===== src/rtl/s_axi_write_gen2_pkg.sv =====
// Shared constants and FSM state type for the gen2 AXI4-Lite write slave.
// Bank select codes, response codes and register/field offsets used by decoders and banks.
package s_axi_gen2_pkg;

  localparam logic [1:0] BANK0_SEL   = 2'b00;
  localparam logic [1:0] BANK1_SEL   = 2'b01;

  localparam logic [1:0] RESP_OKAY   = 2'b00;
  localparam logic [1:0] RESP_SLVERR = 2'b10;

  // Bank1 slot-table field offsets (addr[5:2])
  localparam int SRC_ADDR = 0;
  localparam int DST_ADDR = 1;
  localparam int SIZE     = 2;
  localparam int MODE     = 3;
  localparam int TRIGGER  = 4;
  localparam int PROFILE  = 5;

  // Bank0 register offsets (addr[13:6])
  localparam int CONTROL  = 0;
  localparam int END_CNT  = 3;

  typedef enum logic [1:0] {
    ACCEPT = 2'd0,
    COMMIT = 2'd1,
    RESP   = 2'd2
  } wr_state_e;

endpackage


===== src/rtl/s_axi_write_gen2_if.sv =====
// AXI4-Lite write-channel bundle (AW, W, B) with master and slave views.
import s_axi_gen2_pkg::*;

interface s_axi_write_gen2_if #(
  parameter int ADDR_WIDTH = 16,
  parameter int DATA_WIDTH = 32
);
  logic [ADDR_WIDTH-1:0]   S_AXI_AWADDR;
  logic                    S_AXI_AWVALID;
  logic                    S_AXI_AWREADY;
  logic [DATA_WIDTH-1:0]   S_AXI_WDATA;
  logic [DATA_WIDTH/8-1:0] S_AXI_WSTRB;
  logic                    S_AXI_WVALID;
  logic                    S_AXI_WREADY;
  logic [1:0]              S_AXI_BRESP;
  logic                    S_AXI_BVALID;
  logic                    S_AXI_BREADY;

  modport master (
    output S_AXI_AWADDR, S_AXI_AWVALID, S_AXI_WDATA, S_AXI_WSTRB, S_AXI_WVALID, S_AXI_BREADY,
    input  S_AXI_AWREADY, S_AXI_WREADY, S_AXI_BRESP, S_AXI_BVALID
  );

  modport slave (
    input  S_AXI_AWADDR, S_AXI_AWVALID, S_AXI_WDATA, S_AXI_WSTRB, S_AXI_WVALID, S_AXI_BREADY,
    output S_AXI_AWREADY, S_AXI_WREADY, S_AXI_BRESP, S_AXI_BVALID
  );
endinterface


===== src/rtl/s_axi_wr_addr_decode.sv =====
// Combinational address decode: maps addr/strb/busy to one-hot bank strobes and a response.
// Optional macro SEQ_WRITE_PROTECT_EN blocks bank1 writes while the sequencer is busy.
module s_axi_wr_addr_decode
  import s_axi_gen2_pkg::*;
#(
  parameter int STRB_WIDTH        = 4,
  parameter int BANK1_INDEX_WIDTH = 2,
  parameter int BANK1_NUM_FIELDS  = 6,
  parameter int BANK0_NUM_REGS    = 4
) (
  input  logic [15:0]                 addr,
  input  logic [STRB_WIDTH-1:0]       strb,
  input  logic                        busy,
  output logic [BANK0_NUM_REGS-1:0]   bank0_set,
  output logic [BANK1_NUM_FIELDS-1:0] bank1_set,
  output logic [1:0]                  resp
);

  logic [1:0]                     bank;
  logic [7:0]                     reg_idx;
  logic [3:0]                     field;
  logic [7-BANK1_INDEX_WIDTH:0]   slot_hi;
  logic                           strb_any;
  logic                           bank1_allow;
  logic                           addr_lsb_unused;

  assign bank            = addr[15:14];
  assign reg_idx         = addr[13:6];
  assign field           = addr[5:2];
  assign slot_hi         = addr[13:6+BANK1_INDEX_WIDTH];
  assign strb_any        = |strb;
  assign addr_lsb_unused = ^addr[1:0];

`ifdef SEQ_WRITE_PROTECT_EN
  // Bank0 stays writable so software can still stop a running sequencer.
  assign bank1_allow = !busy;
`else
  logic busy_unused;
  assign busy_unused = busy;
  assign bank1_allow = 1'b1;
`endif

  always_comb begin
    // NOTE: every output gets a default first so no path can infer a latch.
    bank0_set = '0;
    bank1_set = '0;
    resp      = RESP_SLVERR;
    if (bank == BANK0_SEL) begin
      if (int'(reg_idx) < BANK0_NUM_REGS) begin
        resp = RESP_OKAY;
        for (int i = 0; i < BANK0_NUM_REGS; i++)
          bank0_set[i] = strb_any && (int'(reg_idx) == i);
      end
    end else if (bank == BANK1_SEL) begin
      if (slot_hi == '0 && int'(field) < BANK1_NUM_FIELDS && bank1_allow) begin
        resp = RESP_OKAY;
        for (int i = 0; i < BANK1_NUM_FIELDS; i++)
          bank1_set[i] = strb_any && (int'(field) == i);
      end
    end
  end

endmodule


===== src/rtl/s_axi_write_gen2.sv =====
// Gen2 AXI4-Lite write slave for the DFX sequencer register file: AW/W holds, 3-state FSM,
// one-cycle set strobes. Optional macro SEQ_WRITE_PROTECT_EN (handled in the decoder).
module s_axi_write_gen2
  import s_axi_gen2_pkg::*;
#(
  parameter int ADDR_WIDTH        = 16,
  parameter int DATA_WIDTH        = 32,
  parameter int BANK1_INDEX_WIDTH = 2,
  parameter int BANK1_NUM_FIELDS  = 6,
  parameter int BANK0_NUM_REGS    = 4
) (
  input  logic                          clk,
  input  logic                          reset,
  s_axi_write_gen2_if.slave             axi,
  input  logic                          seq_busy,
  output logic [DATA_WIDTH-1:0]         ext_wr_data,
  output logic [DATA_WIDTH/8-1:0]       ext_wr_strb,
  output logic [BANK1_INDEX_WIDTH-1:0]  ext_bank1_index,
  output logic [BANK1_NUM_FIELDS-1:0]   ext_bank1_set,
  output logic [BANK0_NUM_REGS-1:0]     ext_bank0_set
);

  localparam int STRB_WIDTH = DATA_WIDTH / 8;

  wr_state_e               state_q, state_d;
  logic                    aw_full_q, aw_full_d;
  logic [15:0]             aw_addr_q, aw_addr_d;
  logic                    w_full_q, w_full_d;
  logic [DATA_WIDTH-1:0]   w_data_q, w_data_d;
  logic [STRB_WIDTH-1:0]   w_strb_q, w_strb_d;
  logic [1:0]              bresp_q, bresp_d;

  logic                        awready, wready;
  logic [BANK0_NUM_REGS-1:0]   dec_bank0_set;
  logic [BANK1_NUM_FIELDS-1:0] dec_bank1_set;
  logic [1:0]                  dec_resp;

  if (ADDR_WIDTH > 16) begin : g_addr_hi
    logic addr_hi_unused;
    assign addr_hi_unused = ^axi.S_AXI_AWADDR[ADDR_WIDTH-1:16];
  end

  // Ready depends only on registered state; reset forces every output low.
  assign awready = !reset && state_q == ACCEPT && !aw_full_q;
  assign wready  = !reset && state_q == ACCEPT && !w_full_q;

  s_axi_wr_addr_decode #(
    .STRB_WIDTH        (STRB_WIDTH),
    .BANK1_INDEX_WIDTH (BANK1_INDEX_WIDTH),
    .BANK1_NUM_FIELDS  (BANK1_NUM_FIELDS),
    .BANK0_NUM_REGS    (BANK0_NUM_REGS)
  ) u_decode (
    .addr      (aw_addr_q),
    .strb      (w_strb_q),
    .busy      (seq_busy),
    .bank0_set (dec_bank0_set),
    .bank1_set (dec_bank1_set),
    .resp      (dec_resp)
  );

  always_comb begin
    state_d   = state_q;
    aw_full_d = aw_full_q;
    aw_addr_d = aw_addr_q;
    w_full_d  = w_full_q;
    w_data_d  = w_data_q;
    w_strb_d  = w_strb_q;
    bresp_d   = bresp_q;
    unique case (state_q)
      ACCEPT: begin
        if (axi.S_AXI_AWVALID && awready) begin
          aw_full_d = 1'b1;
          aw_addr_d = axi.S_AXI_AWADDR[15:0];
        end
        if (axi.S_AXI_WVALID && wready) begin
          w_full_d = 1'b1;
          w_data_d = axi.S_AXI_WDATA;
          w_strb_d = axi.S_AXI_WSTRB;
        end
        if (aw_full_d && w_full_d) state_d = COMMIT;
      end
      COMMIT: begin
        bresp_d = dec_resp;
        state_d = RESP;
      end
      RESP: begin
        if (axi.S_AXI_BREADY) begin
          aw_full_d = 1'b0;
          w_full_d  = 1'b0;
          state_d   = ACCEPT;
        end
      end
      default: state_d = ACCEPT;
    endcase
  end

  // NOTE: sequential state uses non-blocking assignments so all flops update together.
  always_ff @(posedge clk) begin
    if (reset) begin
      state_q   <= ACCEPT;
      aw_full_q <= 1'b0;
      aw_addr_q <= '0;
      w_full_q  <= 1'b0;
      w_data_q  <= '0;
      w_strb_q  <= '0;
      bresp_q   <= RESP_OKAY;
    end else begin
      state_q   <= state_d;
      aw_full_q <= aw_full_d;
      aw_addr_q <= aw_addr_d;
      w_full_q  <= w_full_d;
      w_data_q  <= w_data_d;
      w_strb_q  <= w_strb_d;
      bresp_q   <= bresp_d;
    end
  end

  assign axi.S_AXI_AWREADY = awready;
  assign axi.S_AXI_WREADY  = wready;
  assign axi.S_AXI_BVALID  = !reset && state_q == RESP;
  assign axi.S_AXI_BRESP   = reset ? 2'b00 : bresp_q;

  assign ext_bank0_set   = (!reset && state_q == COMMIT) ? dec_bank0_set : '0;
  assign ext_bank1_set   = (!reset && state_q == COMMIT) ? dec_bank1_set : '0;
  assign ext_wr_data     = reset ? '0 : w_data_q;
  assign ext_wr_strb     = reset ? '0 : w_strb_q;
  assign ext_bank1_index = reset ? '0 : aw_addr_q[6 +: BANK1_INDEX_WIDTH];

endmodule


===== src/flat_wrapper.sv =====
// flat-port wrapper written by rule: the top's interface ports become plain ports
module s_axi_write_gen2_flat import s_axi_gen2_pkg::*;
#(
  parameter int ADDR_WIDTH        = 16,
  parameter int DATA_WIDTH        = 32,
  parameter int BANK1_INDEX_WIDTH = 2,
  parameter int BANK1_NUM_FIELDS  = 6,
  parameter int BANK0_NUM_REGS    = 4
)
  (clk, reset, seq_busy, ext_wr_data, ext_wr_strb, ext_bank1_index, ext_bank1_set, ext_bank0_set, axi_S_AXI_AWADDR, axi_S_AXI_AWVALID, axi_S_AXI_WDATA, axi_S_AXI_WSTRB, axi_S_AXI_WVALID, axi_S_AXI_BREADY, axi_S_AXI_AWREADY, axi_S_AXI_WREADY, axi_S_AXI_BRESP, axi_S_AXI_BVALID);
  s_axi_write_gen2_if #(.ADDR_WIDTH(ADDR_WIDTH), .DATA_WIDTH(DATA_WIDTH)) axi_i ();
  input  logic clk;
  input  logic reset;
  input  logic seq_busy;
  output logic [DATA_WIDTH-1:0] ext_wr_data;
  output logic [DATA_WIDTH/8-1:0] ext_wr_strb;
  output logic [BANK1_INDEX_WIDTH-1:0] ext_bank1_index;
  output logic [BANK1_NUM_FIELDS-1:0] ext_bank1_set;
  output logic [BANK0_NUM_REGS-1:0] ext_bank0_set;
  input wire logic [$bits(axi_i.S_AXI_AWADDR)-1:0] axi_S_AXI_AWADDR;
  input wire logic [$bits(axi_i.S_AXI_AWVALID)-1:0] axi_S_AXI_AWVALID;
  input wire logic [$bits(axi_i.S_AXI_WDATA)-1:0] axi_S_AXI_WDATA;
  input wire logic [$bits(axi_i.S_AXI_WSTRB)-1:0] axi_S_AXI_WSTRB;
  input wire logic [$bits(axi_i.S_AXI_WVALID)-1:0] axi_S_AXI_WVALID;
  input wire logic [$bits(axi_i.S_AXI_BREADY)-1:0] axi_S_AXI_BREADY;
  output wire logic [$bits(axi_i.S_AXI_AWREADY)-1:0] axi_S_AXI_AWREADY;
  output wire logic [$bits(axi_i.S_AXI_WREADY)-1:0] axi_S_AXI_WREADY;
  output wire logic [$bits(axi_i.S_AXI_BRESP)-1:0] axi_S_AXI_BRESP;
  output wire logic [$bits(axi_i.S_AXI_BVALID)-1:0] axi_S_AXI_BVALID;
  assign axi_i.S_AXI_AWADDR = axi_S_AXI_AWADDR;
  assign axi_i.S_AXI_AWVALID = axi_S_AXI_AWVALID;
  assign axi_i.S_AXI_WDATA = axi_S_AXI_WDATA;
  assign axi_i.S_AXI_WSTRB = axi_S_AXI_WSTRB;
  assign axi_i.S_AXI_WVALID = axi_S_AXI_WVALID;
  assign axi_i.S_AXI_BREADY = axi_S_AXI_BREADY;
  assign axi_S_AXI_AWREADY = axi_i.S_AXI_AWREADY;
  assign axi_S_AXI_WREADY = axi_i.S_AXI_WREADY;
  assign axi_S_AXI_BRESP = axi_i.S_AXI_BRESP;
  assign axi_S_AXI_BVALID = axi_i.S_AXI_BVALID;
  s_axi_write_gen2 #(.ADDR_WIDTH(ADDR_WIDTH), .DATA_WIDTH(DATA_WIDTH), .BANK1_INDEX_WIDTH(BANK1_INDEX_WIDTH), .BANK1_NUM_FIELDS(BANK1_NUM_FIELDS), .BANK0_NUM_REGS(BANK0_NUM_REGS)) u_core (.clk(clk), .reset(reset), .axi(axi_i), .seq_busy(seq_busy), .ext_wr_data(ext_wr_data), .ext_wr_strb(ext_wr_strb), .ext_bank1_index(ext_bank1_index), .ext_bank1_set(ext_bank1_set), .ext_bank0_set(ext_bank0_set));
endmodule

===== config.mk =====
export PLATFORM = sky130hd
export DESIGN_NAME = s_axi_write_gen2_flat
export DESIGN_NICKNAME = d
export VERILOG_FILES = /design/src/rtl/s_axi_write_gen2_pkg.sv /design/src/rtl/s_axi_write_gen2_if.sv /design/src/rtl/s_axi_wr_addr_decode.sv /design/src/rtl/s_axi_write_gen2.sv /design/src/flat_wrapper.sv
export SDC_FILE = /design/constraint.sdc
export NUM_CORES = 1
export LEC_CHECK = 0
export CAP_MARGIN = 20
export CORE_MARGIN = 4
export CORE_UTILIZATION = 30
export DETAILED_ROUTE_END_ITERATION = 16
export PLACE_DENSITY = 0.66
export RECOVER_POWER = 25
export SYNTH_ARGS = -nofsm -noshare
export SYNTH_HDL_FRONTEND = slang
export SYNTH_SLANG_ARGS = --single-unit

===== constraint.sdc =====
create_clock -name clk -period 2.1 [get_ports clk]
set_clock_uncertainty 0.15 [all_clocks]
set_input_delay 0.42 -clock clk [delete_from_list [all_inputs] [get_ports clk]]
set_output_delay 0.42 -clock clk [all_outputs]
set_load 0.05 [all_outputs]

==> results.cfg <==
[logic_synthesis]
synth-seq-cells = 55
synthTopCellsByArea = dfxtp_1, nor2b_1, a21oi_1, nand3_1, o21ai_1
synth_commonest_cells = dfxtp_1, a21oi_1, nand3_1
synth.most_common_cell = dfxtp_1
postSynthCellCount = 331
synth_top_area_cell = dfxtp_1
ys_seq_area_share_pct = 42.25
synth-async-reset-ratio_pct = 0
synth_area_um2 = 2606
synth_nets = 389
synth_edf_count = 0
avgSynthCellArea_um2 = 7.874
ys.flop_type = dfxtp_1
synth_top_area_share_pct = 42.25
synth_cell_types = 29
yosysWarnings = 0

[floorplanning]
die-area_um2 = 10240
num_rows = 33
core_um2 = 8341
pin_count = 111
die_h_um = 101.2
start_util_pct = 31.25
die_width_um = 101.2

[clock_network]
cts_max_level = 2
cts_made_buffers = 5
clk_pin_slew_ps = 90
clkLatencyLatePin_ps = 300
numClockSinks = 55
cts_buffer_depth = 2
root_buffer = clkbuf_8
cts_tree = built

[run_status]
status = finished, violations left
violations = negative setup slack

[placed_design]
place_ws_ps = 71.28
port-buffer-count = 106
gp_congestion = 0.7948
dp_hpwl_um = 5230

[timing]
tightest_slew_ps = 948.6
layout_min_cycle_time_ps = 2285
finalSetupViolCount = 10
setup_slack_ps = -184.7
max_freq_mhz = 437.7
timing.slew.headroom_pct = 36.76
fin_crit_sh_pct = 108.8
holdWs_ps = 327.0
rsz0062_at_grt = true
finalMaxSlewViolations = 0
hold_violations = 0

[final_layout]
utilization_pct = 48.54
num_antenna_cells = 0
nNetsFinal = 488
area.growth.synth_to_final_pct = 55.35
drive_above_1_share_pct = 23.78
n_fill_cell = 823

[setup_path]
endpoint_kind = output port
cp.arrival_ps = 1710
worstPathCellList = nor4b_4, buf_4, nand3_4, nor4b_4, buf_12
crit_slowest_cell = dfxtp_2
cpPeakStageDelay_ps = 340
start_kind = flop
crit_fanout = 5
crit_top_cell = nor4b_4
critical_path_class = flop to output port
cp.required_ps = 1530

[grt]
grt_max_degree = 61
grt_usage_pct = 14.42
grt_overflow = 0
grt_pass1_vias = 2561
grt_pass1_wl_um = 12160
grt_antenna_before_repair = 0

[pwr]
comb_power_share_pct = 28.4
p_sw_uw = 746.2
power_switching_share_pct = 31.83
ir_drop_v = 0.0002876
p_leak_nw = 1.512
p_int_mw = 1.598
sequentialPowerShare_pct = 48.7
p_per_area_nw_per_um2 = 579.1
p_total_mw = 2.345
p_clk_share_pct = 22.9

[detailed_routing]
totalWireLength_um = 7597
antenna_left = 0
wl_per_cell_um = 14.23
routed-via-count = 2607
drt_iter0_markers = 70
avgViaCountPerCell = 4.882
route.detailed.drc = 0
dr.pass1.iters = 4

[min_path]
hp-class = flop to flop

[job]
cap_violations = 0
-- timing repair --
action	in CTS	in global routing
pin swaps	12	5
setup buffers	2	0
hold buffers	0	0
endpoints found under the setup margin	12	12
resized for setup	14	5
-- placed cells by master (no fill, tap or decap), types with 4 or more instances in the layout --
master | synthesis | final
a21oi_1 | 54 | 54
buf_12 | 0 | 15
buf_4 | 2 | 34
buf_6 | 5 | 4
clkbuf_2 | 0 | 13
clkbuf_8 | 0 | 5
clkdlybuf4s50_1 | 0 | 51
dfxtp_1 | 55 | 50
dfxtp_2 | 0 | 4
nand2_1 | 6 | 5
nand2b_1 | 6 | 6
nand3_1 | 50 | 50
nor2_1 | 8 | 6
nor2b_1 | 44 | 43
nor3_4 | 0 | 9
o21ai_0 | 3 | 5
o21ai_1 | 47 | 45
-- worst paths after layout --
| kind | to | start | slack, ps | cells past startpoint |
|---|---|---|---|---|
| worst max-delay path | ext_bank0_set[0] | u_core.aw_addr_q[13]$_SDFFE_PP0P_ | -180 | 5 |
| worst max register to register | u_core.w_data_q[0]$_SDFFE_PP0P_ | u_core.state_q[1]$_SDFFE_PP0P_ | 70 | 5 |
| worst min-delay path | u_core.w_data_q[8]$_SDFFE_PP0P_ | u_core.w_data_q[8]$_SDFFE_PP0P_ | 330 | 2 |
| worst min register to register | u_core.w_data_q[8]$_SDFFE_PP0P_ | u_core.w_data_q[8]$_SDFFE_PP0P_ | 330 | 2 |
-- power groups by stage --
| stage | sequential [mW] | combinational (mW) | clock [mW] |
|---|---|---|---|
| 2_1_floorplan | 1.16 | 0.402 | 0 |
| 3_3_place_gp | 1.16 | 0.649 | 0 |
| 3_5_place_dp | 1.16 | 0.651 | 0 |
| 4_1_cts | 1.14 | 0.676 | 0.560 |
| 5_1_grt | 1.15 | 0.713 | 0.598 |
| 6_report | 1.14 | 0.665 | 0.537 |
-- critical path: cells and delay by family (launching register included) --
kind,cells,cell delay (ps)
and+or+nand+nor,3,730
buffers and inverters,2,350
DFF,1,340
-- sequential cells by signal, summed over array words and instances (netlist names) --
register          count
u_core.aw_addr_q     14
u_core.aw_full_q      1
u_core.w_strb_q       4
u_core.state_q        2
u_core.w_full_q       1
u_core.w_data_q      32
u_core.bresp_q        1
-- per-layer routing --
metal	vias up	wire length, um	part of all wire [%]	GRT usage (%)
li1	1351	-	-	-
met1	1183	3477	46	18.57
met2	69	3619	48	24.45
met3	4	426	5.6	3.099
met4	0	74	0.97	3.885
met5	-	0	0	0
-- layout make-up --
| cell class | count | area [um^2] | area share (%) |
|---|---|---|---|
| tap | 105 | 131.4 | 3.245 |
| inverter | 2 | 7.507 | 0.1854 |
| sequential | 55 | 1110 | 27.41 |
| timing repair buffer | 123 | 1217 | 30.07 |
| clock buffer | 6 | 72.57 | 1.792 |
| multi-input combinational | 243 | 1510 | 37.30 |
-- metrics by stage --
| stage | cell area [um^2] | TNS, ps | std cells |
|---|---|---|---|
| floorplan | 2715 | -1912 | 331 |
| global placement | 3939 | 0 | 526 |
| detailed placement | 3939 | 0 | 526 |
| CTS | 4091 | -1763 | 534 |
| global route | 4049 | -2732 | 534 |
| finish | 4049 | -1654 | 534 |
-- kinds of logic after synthesis --
kind of cell | count (synthesis) | synth area share (%)
flip-flops | 55 | 42.25
AO/OA/AOI/OAI | 108 | 21.22
buffers and inverters | 33 | 6.721
other | 1 | 0.1439
AND/OR/NAND/NOR | 134 | 29.67
(Power assumes the default switching activity.)
